File: src/rtl/cpld_crc_pkg.sv
// Shared state encoding, default polynomial/seed and a reference single-bit CRC-8 step.
// Optional checker ports on the top are enabled by defining CPLD_CRC8_CHECK_EN.
package cpld_crc_pkg;

  typedef enum logic [1:0] {
    ST_IDLE  = 2'd0,
    ST_ACCUM = 2'd1,
    ST_HOLD  = 2'd2
  } state_t;

  localparam logic [7:0] POLY_DEFAULT = 8'h07;
  localparam logic [7:0] INIT_DEFAULT = 8'h00;

  function automatic logic [7:0] crc8_step(input logic [7:0] crc, input logic d,
                                           input logic [7:0] poly);
    return {crc[6:0], 1'b0} ^ ((d ^ crc[7]) ? poly : 8'h00);
  endfunction

endpackage

File: src/rtl/cpld_crc8_step.sv
// Combinational single-bit CRC-8 update; every polynomial tap is a three-input XOR
// of the shifted bit, the incoming data bit and the register MSB.
module cpld_crc8_step #(
  parameter logic [7:0] POLY = 8'h07
) (
  input  logic [7:0] crc,
  input  logic       d,
  output logic [7:0] crc_next
);

  logic [7:0] shifted;

  assign shifted = {crc[6:0], 1'b0};

  for (genvar gi = 0; gi < 8; gi++) begin : g_bit
    if (POLY[gi]) begin : g_tap
      assign crc_next[gi] = shifted[gi] ^ d ^ crc[7];
    end else begin : g_pass
      assign crc_next[gi] = shifted[gi];
    end
  end

endmodule

File: src/rtl/cpld_crc8_serial.sv
// Serial CRC-8 accumulator with frame bit-length counter and valid/ack result hold.
// Define CPLD_CRC8_CHECK_EN to add the EXP compare input and registered ERR flag.
module cpld_crc8_serial
  import cpld_crc_pkg::*;
#(
  parameter logic [7:0] POLY = POLY_DEFAULT,
  parameter logic [7:0] INIT = INIT_DEFAULT,
  parameter int         LENW = 12
) (
  input  logic            CLK,
  input  logic            RSTN,
  input  logic            D0,
  input  logic            DV,
  input  logic            SOF,
  input  logic            EOF,
  output logic            RDY,
  output logic [7:0]      Q,
  output logic            QV,
  input  logic            QACK,
  output logic [LENW-1:0] LEN,
  output logic            LENOVF
`ifdef CPLD_CRC8_CHECK_EN
  ,
  input  logic [7:0]      EXP,
  output logic            ERR
`endif
);

  localparam logic [LENW-1:0] LEN_ONE = LENW'(1);
  localparam logic [LENW-1:0] LEN_MAX = '1;

  state_t          state_reg, state_next;
  logic [7:0]      crc_reg, crc_next;
  logic [7:0]      q_reg, q_next;
  logic [LENW-1:0] len_reg, len_next;
  logic            ovf_reg, ovf_next;
  logic [7:0]      step_in, step_out;

  // A SOF bit always starts from the seed, whether from IDLE or aborting a frame.
  assign step_in = SOF ? INIT : crc_reg;

  cpld_crc8_step #(.POLY(POLY)) u_step (
    .crc      (step_in),
    .d        (D0),
    .crc_next (step_out)
  );

  always_ff @(posedge CLK or negedge RSTN) begin
    if (!RSTN) begin
      state_reg <= ST_IDLE;
      crc_reg   <= INIT;
      q_reg     <= 8'h00;
      len_reg   <= '0;
      ovf_reg   <= 1'b0;
    end else begin
      state_reg <= state_next;
      crc_reg   <= crc_next;
      q_reg     <= q_next;
      len_reg   <= len_next;
      ovf_reg   <= ovf_next;
    end
  end

  always_comb begin
    state_next = state_reg;
    crc_next   = crc_reg;
    q_next     = q_reg;
    len_next   = len_reg;
    ovf_next   = ovf_reg;
    case (state_reg)
      ST_IDLE: begin
        if (DV && SOF) begin
          crc_next = step_out;
          len_next = LEN_ONE;
          ovf_next = 1'b0;
          if (EOF) begin
            state_next = ST_HOLD;
            q_next     = step_out;
          end else begin
            state_next = ST_ACCUM;
          end
        end
      end
      ST_ACCUM: begin
        if (DV) begin
          crc_next = step_out;
          if (SOF) begin
            len_next = LEN_ONE;
            ovf_next = 1'b0;
          end else if (len_reg == LEN_MAX) begin
            ovf_next = 1'b1;
          end else begin
            len_next = len_reg + LEN_ONE;
          end
          if (EOF) begin
            state_next = ST_HOLD;
            q_next     = step_out;
          end
        end
      end
      ST_HOLD: begin
        if (QACK) begin
          state_next = ST_IDLE;
        end
      end
      default: state_next = ST_IDLE;
    endcase
  end

  assign RDY    = (state_reg != ST_HOLD);
  assign QV     = (state_reg == ST_HOLD);
  assign Q      = q_reg;
  assign LEN    = len_reg;
  assign LENOVF = ovf_reg;

`ifdef CPLD_CRC8_CHECK_EN
  logic err_reg;

  always_ff @(posedge CLK or negedge RSTN) begin
    if (!RSTN) begin
      err_reg <= 1'b0;
    end else if (state_reg != ST_HOLD && state_next == ST_HOLD) begin
      err_reg <= (step_out != EXP);
    end else if (state_reg == ST_HOLD && QACK) begin
      err_reg <= 1'b0;
    end
  end

  assign ERR = err_reg;
`endif

endmodule

File: config.mk
export PLATFORM = sky130hd
export DESIGN_NAME = cpld_crc8_serial
export DESIGN_NICKNAME = d
export VERILOG_FILES = /design/src/rtl/cpld_crc_pkg.sv /design/src/rtl/cpld_crc8_step.sv /design/src/rtl/cpld_crc8_serial.sv
export SDC_FILE = /design/constraint.sdc
export NUM_CORES = 1
export LEC_CHECK = 0
export ABC_AREA = 1
export CAP_MARGIN = 20
export CORE_MARGIN = 2
export CORE_UTILIZATION = 58
export CTS_BUF_LIST = sky130_fd_sc_hd__clkbuf_8
export DETAILED_ROUTE_END_ITERATION = 8
export MAX_ROUTING_LAYER = met4
export PLACE_DENSITY = 0.95
export SETUP_SLACK_MARGIN = 0.2
export SYNTH_ARGS = -nofsm -noshare
export SYNTH_HDL_FRONTEND = slang
export SYNTH_SLANG_ARGS = --single-unit
export TNS_END_PERCENT = 50
File: constraint.sdc
create_clock -name CLK -period 3.2 [get_ports CLK]
set_input_delay 0.64 -clock CLK [delete_from_list [all_inputs] [get_ports CLK]]
set_output_delay 0.64 -clock CLK [all_outputs]
set_load 0.1 [all_outputs]
==> impl_metrics.json <==
{
  "required_ns": 3.41,
  "power.density_nw_per_um2": 719,
  "hold_violations": 0,
  "ant_nets": 0,
  "grt_pass1_vias": 1389,
  "num_rows": 19,
  "finalSetupViolations": 0,
  "synth_top_family_by_area": "simple AND/OR/NAND/NOR gates",
  "coreArea_um2": 2710,
  "cap_violations": 0,
  "fillers": 226,
  "clk_path_buf_depth": 2,
  "layout-drive-gt1-share_pct": 18.7,
  "switchingPower_w": 0.000635,
  "synth_fa_ha_area_share_pct": 0.763,
  "clkLatencyLatePin_ns": 0.29,
  "cp-end-kind": "register",
  "seqCellArea_um2": 776,
  "final_util_pct": 73.8,
  "area_growth_pct": 22.0,
  "synth_xor_area_share_pct": 1.07,
  "synth_mux_area_share_pct": 0,
  "wl_um": 3500,
  "period_minus_slack_ns": 2.07,
  "yosys_register_bits": 31,
  "cts_tree": "built",
  "hp-class": "register to register",
  "vias_per_cell": 5.23,
  "pin_count": 30,
  "layout_common_cells": "nand2_1, dfrtp_1, inv_1, buf_4, nor2_1",
  "postCtsResizedCells": 0,
  "internal_power_w": 0.000802,
  "cts_made_buffers": 5,
  "p_clk_share_pct": 25.4,
  "startpoint_type": "input pin",
  "htree_levels": 2,
  "fp.dieW_um": 57.2,
  "power.total_w": 0.00144,
  "cts_setup_buffers": 0,
  "fin_skew_ns": 0.00105,
  "yosysWarningCount": 0,
  "drtIter0Drc": 47,
  "vias": 1475,
  "drc": 0,
  "slew_viol_final": 0,
  "status": "completed",
  "seq_area_frac_synth_pct": 47.3,
  "fin_nets": 259,
  "drtPass1Iterations": 4,
  "grt_max_degree": 32,
  "syn-cell-area_um2": 1640,
  "multiInputGateArea_um2": 733,
  "routabilityCongestion": 0.889,
  "synthesis.nets": 225,
  "rsz0062_at_grt": "no",
  "clock_sinks": 31,
  "finalNonFillerCells": 282,
  "slew_headroom_pct": 74.7,
  "switching_share_pct": 44.2,
  "p_comb_share_pct": 39.9,
  "antenna_found_initial": 0,
  "layout_commonest_cell": "nand2_1",
  "p_leak_nw": 0.997,
  "grt.overflow.total": 0,
  "setup.worst_path.class": "input pin to register",
  "die_area_um2": 3270,
  "cts_hold_buf": 0,
  "grt.total_usage_pct": 25.2,
  "period_share_pct": 64.6,
  "chipHeight_um": 57.2,
  "place.port_buffers": 29,
  "clkTransAtPathRegs_ns": 0.06,
  "root_buffer": "clkbuf_8",
  "vdd_drop_max_mv": 0.654,
  "largest_reg_flops": 12,
  "grt_pass1_wl_um": 5990,
  "synth_cells": 217,
  "setup_tns_ns": 0,
  "yosys.area_share.simple_pct": 32.4,
  "seqPwrFrac_pct": 34.8,
  "n_antenna_cell": 0,
  "wire_per_inst_um": 12.4,
  "dp.cells": 275,
  "syn_area_per_cell_um2": 7.55,
  "path_max_fanout": 16,
  "start_util_pct": 60.5,
  "crit_arrival_ns": 2.27,
  "dp_hpwl_um": 2490,
  "synth.distinct_cells": 25,
  "timing.fmax_ghz": 0.484,
  "synth_compound_area_share_pct": 10.3,
  "tightest_slew_ns": 0.379
}
final timing paths:
kind,startpoint,endpoint,slack (ns),cells after the start
min,Q[4],Q[4],0.47,2
max in group asynchronous,RSTN,LEN[9],2.18,2
min in group asynchronous,RSTN,LENOVF,0.74,2
max reg2reg,LEN[1],LEN[10],1.56,6
min reg2reg,Q[4],Q[4],0.47,2
max,SOF,LEN[3],1.13,9
power groups by stage:
stage / Clock (W) / Combinational (W) / Sequential [W]
final: 0.000365 / 0.000573 / 0.000500
after global routing: 0.000390 / 0.000606 / 0.000507
after CTS: 0.000369 / 0.000575 / 0.000500
after detailed placement: 0 / 0.000573 / 0.000505
after global placement: 0 / 0.000563 / 0.000503
after floorplan: 0 / 0.000174 / 0.000781
cell families after synthesis:
group / Yosys count
adders and majority gates: 1
DFF: 31
AOI/OAI and AO/OA: 28
and+or+nand+nor: 123
buffers and inverters: 32
xor gates and xnor gates: 2
through the flow:
| step | hold WS (ns) | worst slack, ns | area, µm² |
|---|---|---|---|
| floorplan | 0.344 | 0.601 | 1640 |
| global placement | 0.459 | 0.981 | 1900 |
| detailed placement | 0.459 | 0.921 | 1900 |
| CTS | 0.475 | 1.15 | 2000 |
| global route | 0.495 | 0.955 | 2000 |
| finish | 0.470 | 1.13 | 2000 |
routing by layer:
layer  wire length (µm)  vias up  GRT usage [%]
met1               1500      679           29.2
li1                   -      746              -
met4                104        0           12.0
met5                  0        -              -
met2               1710       39           39.9
met3                192       11           7.94
cell usage after synthesis, drive strengths merged:
| cell type | number | area, µm² |
|---|---|---|
| a21oi | 5 | 25.0 |
| a32o | 1 | 10.0 |
| buf | 3 | 23.8 |
| dfrtp | 31 | 776 |
| ha | 1 | 12.5 |
| inv | 29 | 109 |
| nand2 | 77 | 294 |
| nand3 | 19 | 113 |
| nand3b | 1 | 7.51 |
| nand4 | 1 | 6.26 |
| nor2 | 25 | 111 |
| o21a | 1 | 7.51 |
| o21ai | 20 | 108 |
| o21bai | 1 | 18.8 |
| xor2 | 2 | 17.5 |
area by class of cell:
type                       instances  share of cell area [%]
sequential                        31                    38.8
multi-input combinational        154                    36.7
timing repair buffer              30                    12.0
inverter                          29                    5.44
clock buffer                       5                    3.44
tap                               31                    1.94
clock inverter                     2                    1.69
critical path, stage by stage:
cell and delay, ns:
clkdlybuf4s50_1 0.66, inv_2 0.07, nand2_1 0.08, nand3_2 0.13, inv_2 0.23, nand2_1 0.10
nand2_2 0.16, nand2_1 0.09, o21ai_1 0.10
Note: power is estimated with default switching activity, not from simulation.
